--- src/rtl/rst_gen_pkg.sv ---
// Shared definitions for the reset generator: FSM state encoding and the
// reset-cause codes reported on rst_cause.
package rst_gen_pkg;

  typedef enum logic {
    ST_HOLD = 1'b0,
    ST_RUN  = 1'b1
  } state_e;

  localparam logic [1:0] CAUSE_POR  = 2'b00;
  localparam logic [1:0] CAUSE_BTN  = 2'b01;
  localparam logic [1:0] CAUSE_SOFT = 2'b10;
  localparam logic [1:0] CAUSE_WDOG = 2'b11;

  // Arbitrates simultaneous reset requests: button beats watchdog beats soft.
  function automatic logic [1:0] sel_cause(input logic btn_req, input logic wdog_req);
    logic [1:0] cause;
    if (btn_req) begin
      cause = CAUSE_BTN;
    end else if (wdog_req) begin
      cause = CAUSE_WDOG;
    end else begin
      cause = CAUSE_SOFT;
    end
    return cause;
  endfunction

endpackage

--- src/rtl/btn_debounce.sv ---
// Two-flop synchronizer plus debouncer for the active-low reset button;
// emits a single-cycle press pulse on each debounced high-to-low transition.
module btn_debounce #(
  parameter int DB_COUNT = 50000
) (
  input  logic clk,
  input  logic rst,
  input  logic btn_n,
  output logic press
);

  localparam int DB_W = $clog2(DB_COUNT);
  localparam logic [DB_W-1:0] DB_LAST = DB_W'(DB_COUNT - 1);

  logic            sync1_q;
  logic            sync2_q;
  logic            btn_db_q;
  logic            btn_db_d;
  logic [DB_W-1:0] db_cnt_q;
  logic [DB_W-1:0] db_cnt_d;
  logic            press_q;
  logic            press_d;

  // Count consecutive cycles of disagreement; any agreement restarts at zero.
  always_comb begin
    db_cnt_d = '0;
    btn_db_d = btn_db_q;
    if (sync2_q != btn_db_q) begin
      if (db_cnt_q == DB_LAST) begin
        btn_db_d = sync2_q;
      end else begin
        db_cnt_d = db_cnt_q + DB_W'(1);
      end
    end
    press_d = btn_db_q & ~btn_db_d;
  end

  always_ff @(posedge clk or posedge rst) begin
    if (rst) begin
      sync1_q  <= 1'b1;
      sync2_q  <= 1'b1;
      btn_db_q <= 1'b1;
      db_cnt_q <= '0;
      press_q  <= 1'b0;
    end else begin
      sync1_q  <= btn_n;
      sync2_q  <= sync1_q;
      btn_db_q <= btn_db_d;
      db_cnt_q <= db_cnt_d;
      press_q  <= press_d;
    end
  end

  assign press = press_q;

endmodule

--- src/rtl/rst_gen_ctrl.sv ---
// System reset generator: stretches power-on, button, software and watchdog
// reset requests into a fixed-length registered active-low reset pulse.
module rst_gen_ctrl
  import rst_gen_pkg::*;
#(
  parameter int HOLD_COUNT = 1000,
  parameter int DB_COUNT   = 50000,
  parameter int WDOG_COUNT = 5000000
) (
  input  logic       clk,
  input  logic       rst,
  input  logic       btn_n,
  input  logic       soft_rst,
  input  logic       wdog_en,
  input  logic       wdog_kick,
  output logic       sys_rst_n,
  output logic [1:0] rst_cause
);

  localparam int HOLD_W = $clog2(HOLD_COUNT);
  localparam int WDOG_W = $clog2(WDOG_COUNT);
  localparam logic [HOLD_W-1:0] HOLD_LAST = HOLD_W'(HOLD_COUNT - 1);
  localparam logic [WDOG_W-1:0] WDOG_LAST = WDOG_W'(WDOG_COUNT - 1);

  state_e              state_q;
  state_e              state_d;
  logic [HOLD_W-1:0]   hold_cnt_q;
  logic [HOLD_W-1:0]   hold_cnt_d;
  logic [WDOG_W-1:0]   wdog_cnt_q;
  logic [WDOG_W-1:0]   wdog_cnt_d;
  logic                sys_rst_n_q;
  logic                sys_rst_n_d;
  logic [1:0]          rst_cause_q;
  logic [1:0]          rst_cause_d;
  logic                press;
  logic                wdog_exp;

  btn_debounce #(
    .DB_COUNT(DB_COUNT)
  ) u_btn_debounce (
    .clk  (clk),
    .rst  (rst),
    .btn_n(btn_n),
    .press(press)
  );

  always_comb begin
    state_d     = state_q;
    hold_cnt_d  = hold_cnt_q;
    wdog_cnt_d  = '0;
    sys_rst_n_d = sys_rst_n_q;
    rst_cause_d = rst_cause_q;
    wdog_exp    = 1'b0;
    case (state_q)
      ST_HOLD: begin
        // Requests are deliberately ignored here so a hold is never extended.
        sys_rst_n_d = 1'b0;
        if (hold_cnt_q == HOLD_LAST) begin
          state_d     = ST_RUN;
          hold_cnt_d  = '0;
          sys_rst_n_d = 1'b1;
        end else begin
          hold_cnt_d = hold_cnt_q + HOLD_W'(1);
        end
      end
      ST_RUN: begin
        // A kick in the expiry cycle wins; the counter stops at its last value.
        if (wdog_en && !wdog_kick) begin
          if (wdog_cnt_q == WDOG_LAST) begin
            wdog_exp   = 1'b1;
            wdog_cnt_d = wdog_cnt_q;
          end else begin
            wdog_cnt_d = wdog_cnt_q + WDOG_W'(1);
          end
        end
        sys_rst_n_d = 1'b1;
        if (press || wdog_exp || soft_rst) begin
          state_d     = ST_HOLD;
          hold_cnt_d  = '0;
          wdog_cnt_d  = '0;
          sys_rst_n_d = 1'b0;
          rst_cause_d = sel_cause(press, wdog_exp);
        end
      end
      default: begin
        state_d     = ST_HOLD;
        hold_cnt_d  = '0;
        sys_rst_n_d = 1'b0;
      end
    endcase
  end

  always_ff @(posedge clk or posedge rst) begin
    if (rst) begin
      state_q     <= ST_HOLD;
      hold_cnt_q  <= '0;
      wdog_cnt_q  <= '0;
      sys_rst_n_q <= 1'b0;
      rst_cause_q <= CAUSE_POR;
    end else begin
      state_q     <= state_d;
      hold_cnt_q  <= hold_cnt_d;
      wdog_cnt_q  <= wdog_cnt_d;
      sys_rst_n_q <= sys_rst_n_d;
      rst_cause_q <= rst_cause_d;
    end
  end

  assign sys_rst_n = sys_rst_n_q;
  assign rst_cause = rst_cause_q;

endmodule

--- config.mk ---
export PLATFORM = sky130hd
export DESIGN_NAME = rst_gen_ctrl
export DESIGN_NICKNAME = d
export VERILOG_FILES = /design/src/rtl/rst_gen_pkg.sv /design/src/rtl/btn_debounce.sv /design/src/rtl/rst_gen_ctrl.sv
export SDC_FILE = /design/constraint.sdc
export NUM_CORES = 1
export LEC_CHECK = 0
export ABC_AREA = 1
export CAP_MARGIN = 15
export CORE_AREA = 2 2 101 103
export DETAILED_ROUTE_END_ITERATION = 8
export DIE_AREA = 0 0 103 105
export HOLD_SLACK_MARGIN = 0.03
export PLACE_DENSITY = 0.56
export SKIP_LAST_GASP = 1
export SYNTH_ARGS = -nofsm -noshare
export SYNTH_HDL_FRONTEND = slang
export SYNTH_SLANG_ARGS = --single-unit
--- constraint.sdc ---
create_clock -name clk -period 4.6 [get_ports clk]
set_input_delay 0.92 -clock clk [delete_from_list [all_inputs] [get_ports clk]]
set_output_delay 0.92 -clock clk [all_outputs]
set_load 0.01 [all_outputs]
==> run metrics <==
outcome finished clean; Setup WS pre-CTS 1.939 ns; largest net degree at the start of global routing 38; TritonCTS buffer count 5; achievable frequency 0.4217 GHz; leakage power 1.449 nW; Syn Std Cell Area 3152 um2; Final Wtd Congestion 0.8162; Routed Antenna Nets 0; number of synthesis warnings 0; PwrDens 286.7 nW/um2; Hold Path End u_btn_debounce.sync2_q; multi-input logic area 1481 um2; Syn Nets 430; r2r worst-path depth 8; Root Driver clkbuf_8; height of the die 105 um; core area 9639 um2; total gr overflow 0; Synth cell types 30; EDFF count, synth 0; worst-path fanout max 9; Worst-path clk slew 0.10 ns; startpoint of the worst hold path u_btn_debounce.sync1_q; starting density of the core 32.70%; async set-reset flop share out of synthesis 100.0%; Total GRT Usage 13.92%; final setup TNS 0 ns; Sequential cell area 1405 um2; Critical Path Start Type register; first-pass GRT wire length 12.25 mm; register bit count reported by yosys 56; CP Launch Point sys_rst_n; IO Port Bufs 8; clock insertion delay at the later pin of the skew report 0.30 ns; drt pass-1 iters 4; worst flop-to-flop path endpoint hold_cnt_q[1]; CTS max path bufs 2; vias 2,608; post-synth top area share 42.08%; TritonCTS clock tree yes; area delta synth->final 9.170%; max-cap violations 0; R2R Path Start wdog_cnt_q[0]; Final Hold Fails 0; synth top area cells dfrtp_1 (42%), nand2_1 (12%), nor2_1 (7.5%); Crit Path Class register to output pin; clock sinks 56; Remaining DRCs 0; wire per inst 11.66 um; Primary FF master, synth dfrtp_1; hold buffers post-CTS 0; Worst Skew 0.006592 ns; Crit. path cell count 1; Fillers 1,032; num rows 36; layout cells sized above 1 6.729%; vias per inst 4.624; antenna fix cells 0; CP Capture Type output pin; sequential element share of the synthesized area 44.58%; antenna violations before repair 0; Slew HR 48.48%; worst-margin pin slew 0.7716 ns; htree depth 2; cts repair resizes 0; drt first-iter violations 97; post-CTS setup buffers 0; die width 103 um; post-synthesis average cell area 7.486 um2; Worst Hold Class register to register; final wirelength 6.577 mm; DIE AREA 10,820 um2; crit path time final 2.371 ns; Cells after Synth 421; CP Buf/Inv Count 1; Worst VDD drop 0.1329 mV; Final Cycle Share 51.55%; Worst path top cell family by delay buffers and inverters; CP arrival 1.45 ns; Total Power 0.0009865 W; slowest CP cell clkdlybuf4s50_1; RSZ-0062 raised after global routing false; Synth area leader dfrtp_1; CP max stage delay 0.60 ns; CP required 3.68 ns; Hold Crit Depth 0; worst-path cell chain clkdlybuf4s50_1; Final setup violation count 0; Ports 9; Slew Viols, Final 0; vias in the first global route 2,745; crit path setup slack, layout 2.229 ns; r2r setup slk 2.59 ns; NumNets Final 439; HPWL Detailed 4.969 mm
-- through the flow --
| step | util [%] | hold slack, ns | area [um2] | std cells |
|---|---|---|---|---|
| floorplan | - | 0.3452 | 3152 | 421 |
| global placement | 34.72 | 0.3460 | 3347 | 556 |
| detailed placement | 34.72 | 0.3470 | 3347 | 556 |
| CTS | 35.70 | 0.3625 | 3441 | 564 |
| global route | 35.70 | 0.3681 | 3441 | 564 |
| finish | 35.70 | 0.3621 | 3441 | 564 |
-- cells in the final DEF (no fill, tap or decap), types with 3 or more instances in the layout --
master / count
a21oi_1: 6
clkbuf_8: 6
clkdlybuf4s50_1: 8
dfrtp_1: 53
dfstp_2: 3
ha_1: 3
inv_1: 53
nand2_1: 101
nand2_2: 3
nand3_1: 35
nand3b_1: 4
nand4_1: 3
nor2_1: 63
nor2_2: 6
nor3_1: 30
o21ai_0: 16
o21bai_1: 3
xnor2_1: 6
xor2_1: 11
-- synth_stat cells (all sizes together), types with 3 or more instances --
cell type,n
nand2,104
nor2,69
inv,55
dfrtp,53
nand3,37
nor3,32
o21ai,16
xor2,11
a21oi,6
xnor2,6
buf,4
nand3b,4
nand4,4
clkbuf,3
dfstp,3
ha,3
o21bai,3
or2,3
-- layer usage --
layer | part of all wire [%] | track usage, %
met3 | 2.4 | 2.609
met4 | 2.3 | 4.135
met5 | 0 | 0
met1 | 48 | 18.32
met2 | 47 | 23.01
-- worst max-delay path by stage --
stage,end
6_report,sys_rst_n
5_1_grt,hold_cnt_q[8]
4_1_cts,sys_rst_n
3_5_place_dp,hold_cnt_q[8]
3_3_place_gp,hold_cnt_q[8]
2_1_floorplan,hold_cnt_q[0]
-- cells by family (layout without fill, tap and decap cells) --
| family | Yosys count | after routing | synth area share [%] |
|---|---|---|---|
| buffers and inverters | 62 | 72 | 8.416 |
| adder cells (fa/ha/maj) | 3 | 3 | 1.191 |
| XOR/XNOR | 17 | 17 | 4.724 |
| AO/OA/AOI/OAI | 27 | 27 | 4.684 |
| flip-flops | 56 | 56 | 44.58 |
| AND/OR/NAND/NOR | 256 | 256 | 36.40 |
-- worst register-to-register path, delay by kind of cell (launching register included) --
family	cells	cell delay (ns)
and+or+nand+nor	4	0.74
DFF	1	0.43
AOI/OAI and AO/OA	1	0.34
adders and majority gates	1	0.27
buffers and inverters	2	0.14
-- state kept, by name, indices dropped and copies added (netlist names) --
name	count
rst_cause	2
u_btn_debounce.sync1_q	1
u_btn_debounce.press	1
u_btn_debounce.db_cnt_q	16
sys_rst_n	1
u_btn_debounce.btn_db_q	1
wdog_cnt_q	23
hold_cnt_q	10
u_btn_debounce.sync2_q	1
-- area by class of cell --
cell class / instances / share of cell area [%]
clock inverters: 1 / 0.2182
clock buffers: 7 / 2.509
flip-flops and latches: 56 / 40.84
inverters: 55 / 6.000
multi-input cells: 303 / 43.05
well taps: 133 / 4.836
repair buffers: 9 / 2.545
-- where the power goes --
group / switching (W) / internal (W) / total, W
logic: 0.0000823 / 0.0000533 / 0.000136
clock network: 0.000158 / 0.000123 / 0.000281
registers: 0.0000382 / 0.000532 / 0.000570
No activity file was read; power rests on OpenSTA's default activity.
